**config.mk**
```make
export PLATFORM = sky130hd
export DESIGN_NAME = trigger_stop_ctrl
export DESIGN_NICKNAME = d
export VERILOG_FILES = /design/src/rtl/trigger_stop_ctrl_pkg.sv /design/src/rtl/trigger_match.sv /design/src/rtl/trigger_stop_ctrl.sv
export SDC_FILE = /design/constraint.sdc
export NUM_CORES = 1
export LEC_CHECK = 0
export BUFFER_PORTS_ARGS = -buffer_cell sky130_fd_sc_hd__buf_2
export CAP_MARGIN = 0
export CELL_PAD_IN_SITES_DETAIL_PLACEMENT = 1
export CELL_PAD_IN_SITES_GLOBAL_PLACEMENT = 1
export CORE_MARGIN = 10
export CORE_UTILIZATION = 41
export DETAILED_ROUTE_END_ITERATION = 8
export HOLD_SLACK_MARGIN = 0.12
export PLACE_DENSITY = 0.8
export SYNTH_ARGS = -nofsm -noshare
export SYNTH_HDL_FRONTEND = slang
export SYNTH_SLANG_ARGS = --single-unit
```
**constraint.sdc**
```tcl
create_clock -name clk -period 3.05 [get_ports clk]
set_input_delay 0.61 -clock clk [delete_from_list [all_inputs] [get_ports clk]]
set_output_delay 0.61 -clock clk [all_outputs]
set_load 0.02 [all_outputs]
```
**src/rtl/trigger_stop_ctrl_pkg.sv**
```systemverilog
// -----------------------------------------------------------------------------
// trigger_stop_ctrl_pkg
// Shared constants for the logic-analyzer trigger/stop controller:
//   - FSM state encodings (also the encoding of the 'state' status output)
//   - trigger mode codes carried on i_mode
// -----------------------------------------------------------------------------
package trigger_stop_ctrl_pkg;

    localparam logic [1:0] ST_IDLE    = 2'b00;
    localparam logic [1:0] ST_ARMED   = 2'b01;
    localparam logic [1:0] ST_HOLDOFF = 2'b10;
    localparam logic [1:0] ST_STOPPED = 2'b11;

    localparam logic [1:0] MODE_LEVEL = 2'b00;
    localparam logic [1:0] MODE_RISE  = 2'b01;
    localparam logic [1:0] MODE_FALL  = 2'b10;
    localparam logic [1:0] MODE_ANY   = 2'b11;

endpackage

```
**src/rtl/trigger_match.sv**
```systemverilog
// -----------------------------------------------------------------------------
// trigger_match
// Pattern/edge detector for the probe channels. Keeps a one-cycle history of
// the probes so that edge modes can compare the current sample against the
// previous one.
// Ports:
//   clk, reset   clock, synchronous active-high reset
//   i_probe      sampled probe channels
//   i_mask       1 = channel participates in the match
//   i_pattern    required value per masked channel
//   i_mode       LEVEL / RISE / FALL / ANY_CHANGE
//   o_match      combinational match for the current cycle
// -----------------------------------------------------------------------------
module trigger_match
    import trigger_stop_ctrl_pkg::*;
#(
    parameter int NUM_CH = 8
) (
    input  logic              clk,
    input  logic              reset,
    input  logic [NUM_CH-1:0] i_probe,
    input  logic [NUM_CH-1:0] i_mask,
    input  logic [NUM_CH-1:0] i_pattern,
    input  logic [1:0]        i_mode,
    output logic              o_match
);

    logic [NUM_CH-1:0] prev_probe_q, prev_probe_d;
    logic              prev_valid_q, prev_valid_d;

    logic lvl_now;
    logic lvl_prev;
    logic any_chg;
    logic mode_match;

    always_comb begin
        prev_probe_d = i_probe;
        prev_valid_d = 1'b1;

        lvl_now  = &(~(i_probe ^ i_pattern) | ~i_mask);
        lvl_prev = &(~(prev_probe_q ^ i_pattern) | ~i_mask);
        any_chg  = |((i_probe ^ prev_probe_q) & i_mask);

        mode_match = 1'b0;
        case (i_mode)
            MODE_LEVEL: mode_match = lvl_now;
            MODE_RISE:  mode_match = prev_valid_q & lvl_now & ~lvl_prev;
            MODE_FALL:  mode_match = prev_valid_q & ~lvl_now & lvl_prev;
            MODE_ANY:   mode_match = prev_valid_q & any_chg;
            default:    mode_match = 1'b0;
        endcase

        // An all-zero mask would make LEVEL trivially true; treat it as
        // "pattern trigger disabled" instead.
        o_match = mode_match & (|i_mask);
    end

    always_ff @(posedge clk) begin
        if (reset) begin
            prev_probe_q <= '0;
            prev_valid_q <= 1'b0;
        end else begin
            prev_probe_q <= prev_probe_d;
            prev_valid_q <= prev_valid_d;
        end
    end

endmodule

```
**src/rtl/trigger_stop_ctrl.sv**
```systemverilog
// -----------------------------------------------------------------------------
// trigger_stop_ctrl
// Trigger/stop controller for the internal logic-analyzer capture path.
// Once primed, waits for a probe match (or forced trigger), records the buffer
// write address, runs a holdoff and then asserts 'stopped' to freeze capture.
// Ports:
//   clk, reset   clock, synchronous active-high reset
//   primed       capture memory filled; trigger allowed
//   i_rearm      pulse: return to IDLE from any state
//   i_force      pulse: unconditional trigger while ARMED
//   i_probe      sampled probe channels
//   i_mask       channel participation mask
//   i_pattern    required value per masked channel
//   i_mode       trigger mode (LEVEL/RISE/FALL/ANY_CHANGE)
//   i_holdoff    cycles from trigger to stop, latched at trigger
//   i_wr_addr    current capture write address
//   triggered    sticky trigger flag (registered)
//   stopped      holdoff expired (registered)
//   trig_addr    i_wr_addr captured on the trigger cycle
//   state        FSM state for status readback
//
// state   | meaning
// --------+------------------------------------------------------------
// IDLE    | waiting for the capture memory to be primed
// ARMED   | looking for a match or forced trigger
// HOLDOFF | triggered, counting post-trigger cycles
// STOPPED | holdoff done, capture frozen until rearm
// -----------------------------------------------------------------------------
module trigger_stop_ctrl
    import trigger_stop_ctrl_pkg::*;
#(
    parameter int NUM_CH        = 8,
    parameter int HOLDOFF_WIDTH = 16,
    parameter int ADDR_WIDTH    = 10
) (
    input  logic                     clk,
    input  logic                     reset,
    input  logic                     primed,
    input  logic                     i_rearm,
    input  logic                     i_force,
    input  logic [NUM_CH-1:0]        i_probe,
    input  logic [NUM_CH-1:0]        i_mask,
    input  logic [NUM_CH-1:0]        i_pattern,
    input  logic [1:0]               i_mode,
    input  logic [HOLDOFF_WIDTH-1:0] i_holdoff,
    input  logic [ADDR_WIDTH-1:0]    i_wr_addr,
    output logic                     triggered,
    output logic                     stopped,
    output logic [ADDR_WIDTH-1:0]    trig_addr,
    output logic [1:0]               state
);

    logic [1:0]               state_q, state_d;
    logic                     triggered_q, triggered_d;
    logic                     stopped_q, stopped_d;
    logic [ADDR_WIDTH-1:0]    trig_addr_q, trig_addr_d;
    logic [HOLDOFF_WIDTH-1:0] counter_q, counter_d;
    logic [HOLDOFF_WIDTH-1:0] holdoff_q, holdoff_d;

    logic match;
    logic hit;

    trigger_match #(
        .NUM_CH (NUM_CH)
    ) u_match (
        .clk       (clk),
        .reset     (reset),
        .i_probe   (i_probe),
        .i_mask    (i_mask),
        .i_pattern (i_pattern),
        .i_mode    (i_mode),
        .o_match   (match)
    );

    assign hit = (state_q == ST_ARMED) & (match | i_force);

    always_comb begin
        state_d     = state_q;
        triggered_d = triggered_q;
        stopped_d   = stopped_q;
        trig_addr_d = trig_addr_q;
        counter_d   = counter_q;
        holdoff_d   = holdoff_q;

        if (i_rearm) begin
            state_d     = ST_IDLE;
            triggered_d = 1'b0;
            stopped_d   = 1'b0;
            counter_d   = '0;
        end else begin
            case (state_q)
                ST_IDLE: begin
                    if (primed) begin
                        state_d = ST_ARMED;
                    end
                end
                ST_ARMED: begin
                    // A hit takes priority over primed dropping in the same cycle.
                    if (hit) begin
                        triggered_d = 1'b1;
                        trig_addr_d = i_wr_addr;
                        holdoff_d   = i_holdoff;
                        counter_d   = '0;
                        if (i_holdoff == '0) begin
                            state_d   = ST_STOPPED;
                            stopped_d = 1'b1;
                        end else begin
                            state_d = ST_HOLDOFF;
                        end
                    end else if (!primed) begin
                        state_d = ST_IDLE;
                    end
                end
                ST_HOLDOFF: begin
                    // Terminal compare at H-1 makes stopped rise H cycles after
                    // triggered; the counter never reaches H, so H = max is safe.
                    if (counter_q == holdoff_q - 1'b1) begin
                        state_d   = ST_STOPPED;
                        stopped_d = 1'b1;
                    end else begin
                        counter_d = counter_q + 1'b1;
                    end
                end
                ST_STOPPED: begin
                    state_d = ST_STOPPED;
                end
                default: begin
                    state_d = ST_IDLE;
                end
            endcase
        end
    end

    always_ff @(posedge clk) begin
        if (reset) begin
            state_q     <= ST_IDLE;
            triggered_q <= 1'b0;
            stopped_q   <= 1'b0;
            trig_addr_q <= '0;
            counter_q   <= '0;
            holdoff_q   <= '0;
        end else begin
            state_q     <= state_d;
            triggered_q <= triggered_d;
            stopped_q   <= stopped_d;
            trig_addr_q <= trig_addr_d;
            counter_q   <= counter_d;
            holdoff_q   <= holdoff_d;
        end
    end

    assign triggered = triggered_q;
    assign stopped   = stopped_q;
    assign trig_addr = trig_addr_q;
    assign state     = state_q;

endmodule
```
==> metrics.txt, run 1 <==
sequential fraction of the synthesis area 34.4%; Resized Gates After CTS 0; die height 108 um; detailed-route wire length 9.10 mm; clock period minus worst slack ~2.9 ns; startpoint of the worst hold path triggered; slew at the pin closest to its max-slew limit 0.693 ns; vias in the first global route 3113; crit path capture type flip-flop; wire length of the first global-routing pass 15.0 mm; total die area 0.0117 mm2; metal3 WL ~490 um; half-perimeter wire length after detailed placement ~7.1 mm; number of non-filler instances in the completed layout 531; depth of the worst register-to-register path 11; met2 WL post-DR approximately 4.6 mm; Min-Delay Path Class flip-flop to flip-flop; chip width roughly 110 um; total number of H-tree levels 2; First-pass DRT Iterations 4; count of hold buffers inserted by post-cts repair 0; Clock Tree Buf Depth 2; worst slew margin relative to its limit 53.8%; most frequent cells in the layout buf_2 (70), dfxtp_1 (55), nor2_1 (40); clock buffers created by TritonCTS 5; count of flip-flops with a built-in enable after synthesis 0; count of port buffers added during placement 70; routability-driven placement congestion ratio approximately 0.95; Final setup violation count 0; maximum number of pins on one net before global-route repair 38; # Max-Cap Violations 0; warnings from Yosys 0; antenna violations before repair 0; remaining antenna violation count 0; Iteration-0 DRC Markers 104; Design Area, Final 0.00380 mm2; aggregate global-route resource usage 15.5%; crit start category flip-flop; setup slack of the most critical reg-to-reg path around 0.18 ns; DRT met1 WL 3.90 mm; area of the core region ~0.0076 mm2; critical path launch point holdoff_q[0]; run status finished clean; setup_tns 0 ns; synthesized flop and latch total 55; top-level port count 71; syn_area_per_cell approximately 9.0 um2; layout cell share with drive strength beyond 1 24.0%; detailed-route DRC error count 0; largest fanout on the critical path 15; clock tree from TritonCTS yes; worst IR drop on VDD 0.198 mV; final hold violation count 0; endpoint of the worst setup timing path counter_q[12]; fraction of registers with async set/reset 0%; crit path DAT just over 3 ns; highest achievable clock rate 349 MHz; grt ovf 0; clock sink total 55; worst reg2reg path endpoint counter_q[12]; Leak about 1.5 nW; combined area of the multi-input logic cells around 0.002 mm2; post-CTS clock slew at the launch and capture registers of the worst setup and hold paths 0.10 ns; setup repair after global routing missed its margin no; clock latency at the later pin of the worst-skew pair 0.30 ns; total via count in the routed design 2903; sequential cell area in the final layout 0.00110 mm2; number of placed instances with taps included 522; synthesized netlist net count 416; most common cell after layout, fill and taps aside buf_2; Pwr Density 375 mW/mm2; Crit Path Class flip-flop to flip-flop; placed inst area 0.00368 mm2; wire per inst between 15 and 20 um; top layer in use met4; R2R Path Start holdoff_q[0]; final-layout fill cell count 937; clock root buffer clkbuf_8; Post-Synthesis Cell Area roughly 0.0032 mm2; Final Max Tran Viols 0; dominant register cell in the synthesized netlist dfxtp_1; clock skew 0.00598 ns; gate count of the mapped netlist ~360; number of antenna repair diodes 0; Via-to-Cell Ratio 5.47; ratio of final minimum period to clock period 94.0%; final net count 487; Rows 32; number of library cell types mapped by synthesis 59; area delta synth->final 18.7%; initial core utilization 41.8%; Worst Path Required 3.29 ns
## kinds of logic after synthesis
group / Yosys count / share of synthesized area, %
fa+ha+maj: 2 / 0.782
mux: 28 / 8.76
flops: 55 / 34.4
simple gates: 137 / 24.9
buf+inv: 24 / 3.60
xor+xnor: 46 / 12.6
compound gates: 65 / 14.9
## where the power goes
| part | internal [W] | switching, W |
|---|---|---|
| combinational | 0.000112 | 0.000125 |
| clock | 0.000208 | 0.000231 |
| sequential | 0.000732 | 0.0000154 |
## routing by layer
layer  up-vias  GRT usage (%)
met5         -              0
met4         0           4.61
met3        14           4.10
met2        65           28.2
met1      1392           17.3
li1       1432              -
## state kept, by name, summed over array words and instances (netlist names)
| name | cells |
|---|---|
| u_match.prev_probe_q | 8 |
| trig_addr | 10 |
| counter_q | 16 |
| holdoff_q | 16 |
| u_match.prev_valid_q | 1 |
| triggered | 1 |
| stopped | 1 |
| state | 2 |
## Yosys cell counts (all sizes together) (11+ instances only)
cell / count / area share, %
a21oi: 15 / 2.3
or4: 11 / 2.7
nand2: 18 / 2.2
o21ai: 11 / 1.7
xor2: 32 / 8.8
a22oi: 12 / 3.0
nor2b: 12 / 2.3
nor2: 40 / 4.7
nand3: 11 / 1.9
mux2i: 28 / 8.8
dfxtp: 55 / 34
xnor2: 14 / 3.8
## cell type report
class                   count  share of cell area [%]
well taps                 102                    3.36
repair buffers             80                    11.9
inverters                   8                   0.791
flip-flops and latches     55                    29.0
multi-input cells         278                    52.3
clock buffers               8                    2.64
## stage by stage
stage | power (W) | util, % | worst slack (ns) | hold WS, ns
2_1_floorplan | 0.000900 | - | 0.404 | 0.471
3_3_place_gp | 0.000987 | 48.1 | 0.129 | 0.454
3_5_place_dp | 0.000995 | 48.1 | 0.0273 | 0.458
4_1_cts | 0.00145 | 49.4 | 0.00464 | 0.485
5_1_grt | 0.00150 | 49.6 | 0.0126 | 0.533
6_report | 0.00142 | 49.6 | 0.184 | 0.478
## critical path, stage by stage (launching register included)
cell,delay (ns)
dfxtp_1,0.40
inv_1,0.09
ha_1,0.19
or3b_2,0.54
nor3_1,0.22
a32oi_1,0.13
o2111a_2,0.16
nand4_4,0.14
a22oi_2,0.09
buf_12,0.19
or4_1,0.50
a21oi_1,0.16
## timing repair
action	in CTS	in global routing
setup endpoints to repair	3	8
cloned	0	0
endpoints found under the hold margin	0	0
pin swaps	1	1
buffers inserted	0	1
## worst min-delay path by stage
stage	end	slack, ns	cells after the start
after CTS	triggered	0.48	2
after detailed placement	triggered	0.46	2
after floorplan	counter_q[15]	0.47	2
after global placement	triggered	0.45	2
after global routing	stopped	0.53	2
final	triggered	0.48	2
No activity file was read; power rests on OpenSTA's default activity.
==> inputs of run 2 (changes only) <==
Settings changed: CORE_ASPECT_RATIO from default to 1.75, PLACE_DENSITY 0.8 to default, PLACE_DENSITY_LB_ADDON from default to 0.1.
==> metrics.txt, run 2 (synthesized netlist as in run 1, its figures left out) <==
clock skew 0.00487 ns (-0.00111 ns); Iteration-0 DRC Markers 73 (-30%); chip width 86.8 um (-20%); initial core utilization 42.3% (+0.44 points); layout cell share with drive strength beyond 1 25.1% (+1.1 points); Final setup violation count 0 (unchanged); Rows 42 (+31%); detailed-route DRC error count 0 (unchanged); area of the core region 0.00757 mm2 (-1.0%); aggregate global-route resource usage 15.8% (+0.28 points); most frequent cells in the layout buf_2 (70), dfxtp_1 (55), nor2_1 (40); vias in the first global route 3166 (+1.7%); routability-driven placement congestion ratio 0.894 (-5.7%); antenna violations before repair 0 (unchanged); Crit Path Class input pin to flip-flop; final net count 492 (+1.0%); total number of H-tree levels 2 (unchanged); top-level port count 71 (unchanged); clock period minus worst slack 2.89 ns (+0.0248 ns); clock buffers created by TritonCTS 5 (unchanged); highest achievable clock rate 346 MHz (-0.86%); worst slew margin relative to its limit 54.9% (+1.0 points); Min-Delay Path Class flip-flop to flip-flop; ratio of final minimum period to clock period 94.8% (+0.81 points); crit path capture type flip-flop; number of antenna repair diodes 0 (unchanged); metal3 WL 424 um (-13%); total power 0.00158 W (+11%); # Max-Cap Violations 0 (unchanged); count of hold buffers inserted by post-cts repair 0 (unchanged); combined area of the multi-input logic cells 0.00199 mm2 (unchanged); half-perimeter wire length after detailed placement 7.63 mm (+8.0%); Pwr Density 408 mW/mm2 (+8.8%); crit path DAT 3.13 ns (+0.03 ns); placed inst area 0.00372 mm2 (+1.1%); detailed-route wire length 9.45 mm (+3.8%); Via-to-Cell Ratio 5.66 (+3.5%); Leak 1.57 nW (+2.8%); number of non-filler instances in the completed layout 522 (-1.7%); maximum number of pins on one net before global-route repair 38 (unchanged); DRT met1 WL 3.57 mm (-8.3%); clock root buffer clkbuf_16; wire per inst 18.1 um (+5.5%); Worst Path Required 3.29 ns (about the same); worst IR drop on VDD 0.267 mV (+35%); most common cell after layout, fill and taps aside buf_2; met2 WL post-DR 5.18 mm (+13%); Resized Gates After CTS 0 (unchanged); clock tree from TritonCTS yes; top layer in use met4; grt ovf 0 (unchanged); post-CTS clock slew at the launch and capture registers of the worst setup and hold paths 0.07 ns (-0.03 ns); clock sink total 55 (unchanged); buffers inserted by post-CTS timing repair 0 (unchanged); Design Area, Final 0.00387 mm2 (+1.8%); slew at the pin closest to its max-slew limit 0.677 ns (-0.0157 ns); total die area 0.0119 mm2 (+1.2%); crit start category input pin; setup repair after global routing missed its margin no; largest fanout on the critical path 7 (-8); remaining antenna violation count 0 (unchanged); number of placed instances with taps included 514 (-1.5%); First-pass DRT Iterations 4 (unchanged); sequential cell area in the final layout 0.00110 mm2 (unchanged); run status finished clean; Final Max Tran Viols 0 (unchanged); Clock Tree Buf Depth 2 (unchanged); die height 137 um (+26%); count of port buffers added during placement 70 (unchanged); total via count in the routed design 2954 (+1.8%); final hold violation count 0 (unchanged); wire length of the first global-routing pass 15.2 mm (+1.6%); final-layout fill cell count 939 (+0.21%); clock latency at the later pin of the worst-skew pair 0.30 ns (about the same); area delta synth->final 20.9%
[run 2: cell types whose count changed in the layout (fill, tap and decap cells not counted)]
cell	before	now
buf_4	8	13
clkinvlp_4	0	1
clkbuf_1	1	0
clkbuf_8	7	0
clkbuf_16	0	5
clkinv_4	0	2
[run 2: final cells by class]
| type | count | area share (%) |
|---|---|---|
| timing repair buffer | 85 | 12.6 |
| inverter | 8 | 0.777 |
| clock inverter | 3 | 0.647 |
| clock buffer | 5 | 3.24 |
| multi-input combinational | 278 | 51.4 |
| sequential | 55 | 28.5 |
| tap | 88 | 2.85 |
[run 2: path summary, 6_finish.rpt]
path                startpoint            to  slack (ns)  cells after the start
setup reg to reg  holdoff_q[0]  counter_q[6]        0.20                     11
hold reg to reg      triggered     triggered        0.47                      2
setup / recovery  i_pattern[2]  counter_q[5]        0.16                     10
hold / removal       triggered     triggered        0.47                      2
[run 2: routing by layer]
layer,global-route usage (%),up-vias
li1,-,1449
met1,15.2,1429
met2,30.3,58
met3,3.33,18
met4,7.78,0
met5,0,-
[run 2: power by group]
part	switching, W	internal [W]
clock	0.000279	0.000308
combinational	0.000128	0.000115
sequential	0.0000154	0.000731
total	0.000422	0.00115
[run 2: through the flow]
step	hold slack [ns]	setup WS [ns]	TNS, ns	util [%]
6_report	0.469	0.159	0	51.1
5_1_grt	0.519	0.0233	0	51.1
4_1_cts	0.474	0.185	0	51.1
3_5_place_dp	0.456	-0.115	-0.387	49.1
3_3_place_gp	0.451	0.0187	0	49.1
2_1_floorplan	0.471	0.404	0	-
[run 2: worst max-delay path, stage by stage]
cell and delay, ns:
buf_2 0.12, xor2_1 0.16, a22oi_1 0.27, nand4_1 0.22
a211oi_1 0.54, o41a_1 0.33, o21ai_0 0.13, buf_4 0.19
or4_1 0.49, nand2_1 0.08
==> inputs of run 3 (changes only) <==
Settings changed: MAX_ROUTING_LAYER from default to met4.
==> metrics.txt, run 3 (synthesized netlist as in run 1, its figures left out) <==
maximum number of pins on one net before global-route repair 38 (unchanged); Resized Gates After CTS 0 (unchanged); wire per inst 18.1 um (about the same); crit start category input pin; Final Max Tran Viols 0 (unchanged); startpoint of the worst hold path triggered; combined buffer and inverter count along the critical path 2 (unchanged); Min-Delay Path Class flip-flop to flip-flop; layout cell share with drive strength beyond 1 25.1% (unchanged); combined area of the multi-input logic cells 0.00199 mm2 (unchanged); clock latency at the later pin of the worst-skew pair 0.30 ns (about the same); clock skew 0.00489 ns (+0.0000130 ns); Worst Path Required 3.29 ns (about the same); setup slack of the most critical reg-to-reg path 0.19 ns (about the same); sequence of cells on the critical path buf_2, xor2_1, a22oi_1, nand4_1, a211oi_1, o41a_1, o21ai_0, buf_4, or4_1, nand2_1; worst reg2reg path endpoint counter_q[6]; Crit Path Class input pin to flip-flop; setup repair after global routing missed its margin no; met2 WL post-DR 5.20 mm (+0.44%); ratio of final minimum period to clock period 94.2% (-0.56 points); highest achievable clock rate 348 MHz (+0.60%); final worst setup slack 0.176 ns (+0.0172 ns); clock network power share 37.2% (about the same); Hold Path Stages 2 (unchanged); number of placed instances with taps included 514 (unchanged); post-CTS clock slew at the launch and capture registers of the worst setup and hold paths 0.07 ns (about the same); family of cells with the greatest summed delay on the critical path compound AO/OA/AOI/OAI gates; die height 137 um (unchanged); final-layout fill cell count 939 (unchanged); total die area 0.0119 mm2 (unchanged); Rows 42 (unchanged); WHS Endpoint triggered; Max stage delay on crit path 0.54 ns (about the same); count of hold buffers inserted by post-cts repair 0 (unchanged); switching power total 0.000423 W (+0.20%); Pwr Density 408 mW/mm2 (about the same); area of the core region 0.00757 mm2 (unchanged); clock period minus worst slack 2.87 ns (-0.0172 ns); vias in the first global route 3161 (-0.16%); critical path launch point i_pattern[2]; detailed-route DRC error count 0 (unchanged); area delta synth->final 20.9% (unchanged); crit path capture type flip-flop; Final setup violation count 0 (unchanged); slowest stage cell on the critical path a211oi_1; Clock Tree Buf Depth 2 (unchanged); top-level port count 71 (unchanged); depth of the worst register-to-register path 11 (unchanged); final net count 492 (unchanged); slew at the pin closest to its max-slew limit 0.689 ns (+0.0124 ns); power share of the combinational group 15.4% (about the same); total power 0.00158 W (about the same); # Max-Cap Violations 0 (unchanged); Via-to-Cell Ratio 5.68 (+0.34%); number of non-filler instances in the completed layout 522 (unchanged); buffers inserted by post-CTS timing repair 0 (unchanged); routability-driven placement congestion ratio 0.909 (+1.7%); antenna violations before repair 0 (unchanged); run status finished clean; switch share 26.8% (+0.039 points); worst IR drop on VDD 0.266 mV (-0.41%); number of antenna repair diodes 0 (unchanged); First-pass DRT Iterations 5 (+1); grt ovf 0 (unchanged); total number of H-tree levels 2 (unchanged); aggregate global-route resource usage 16.3% (+0.45 points); metal3 WL 417 um (-1.7%); total via count in the routed design 2964 (+0.34%); clock tree from TritonCTS yes; Post-Place Worst Slack -0.115 ns (unchanged); wire length of the first global-routing pass 15.2 mm (unchanged); crit path DAT 3.12 ns (about the same); half-perimeter wire length after detailed placement 7.63 mm (unchanged); Iteration-0 DRC Markers 77 (+5.5%); initial core utilization 42.3% (unchanged); top layer in use met4; remaining antenna violation count 0 (unchanged); chip width 86.8 um (unchanged); clock sink total 55 (unchanged); Leak 1.57 nW (unchanged); most common cell after layout, fill and taps aside buf_2; final hold violation count 0 (unchanged); placed inst area 0.00372 mm2 (unchanged); sequential cell area in the final layout 0.00110 mm2 (unchanged); clock buffers created by TritonCTS 5 (unchanged); cell internal power dissipation 0.00115 W (about the same); most frequent cells in the layout buf_2 (70), dfxtp_1 (55), nor2_1 (40); clock root buffer clkbuf_16; worst slew margin relative to its limit 54.0% (-0.82 points); detailed-route wire length 9.45 mm (about the same); sequential share of power 47.4% (about the same); Design Area, Final 0.00387 mm2 (unchanged); largest fanout on the critical path 7 (unchanged); R2R Path Start holdoff_q[0]; count of port buffers added during placement 70 (unchanged); DRT met1 WL 3.56 mm (-0.31%)
run 3: cell counts in the layout (fill, tap and decap cells not counted):
Identical to the previous run, type by type.
run 3: cell type report:
| class | instances | share of cell area, % |
|---|---|---|
| Sequential cell | 55 | 28.5 |
| Tap cell | 88 | 2.85 |
| Clock inverter | 3 | 0.647 |
| Inverter | 8 | 0.777 |
| Timing Repair Buffer | 85 | 12.6 |
| Clock buffer | 5 | 3.24 |
| Multi-Input combinational cell | 278 | 51.4 |
run 3: worst register-to-register path, delay by kind of cell, from the launching register on:
kind	cells	cell delay (ns)
adder cells (fa/ha/maj)	1	0.20
AO/OA/AOI/OAI	3	0.43
AND/OR/NAND/NOR	5	1.53
buffers and inverters	2	0.23
flip-flops	1	0.39
run 3: worst max path at each step:
stage                    endpoint  slack, ns  depth (start not counted)
finish               counter_q[5]       0.18                         10
global placement    counter_q[12]       0.02                         10
detailed placement   counter_q[5]      -0.11                         10
CTS                  counter_q[6]       0.19                         11
floorplan            holdoff_q[0]       0.40                         10
global route         counter_q[7]       0.02                         10
run 3: metal layers:
metal / vias up / global-route usage, %
met2: 56 / 30.3
met1: 1437 / 15.2
met3: 20 / 3.33
met5: - / -
li1: 1451 / -
met4: 0 / 7.78
run 3: power by group through the flow:
stage          Sequential (W)  Combinational [W]  Clock [W]
6_report             0.000747           0.000243   0.000587
5_1_grt              0.000749           0.000266   0.000635
4_1_cts              0.000747           0.000245   0.000612
3_5_place_dp         0.000764           0.000244          0
3_3_place_gp         0.000763           0.000237          0
2_1_floorplan        0.000764           0.000136          0
run 3: stage by stage:
| stage | TNS (ns) | util (%) | hold slack [ns] |
|---|---|---|---|
| floorplan | 0 | - | 0.471 |
| global placement | 0 | 49.1 | 0.451 |
| detailed placement | -0.387 | 49.1 | 0.456 |
| CTS | 0 | 51.1 | 0.474 |
| global route | 0 | 51.1 | 0.519 |
| finish | 0 | 51.1 | 0.469 |
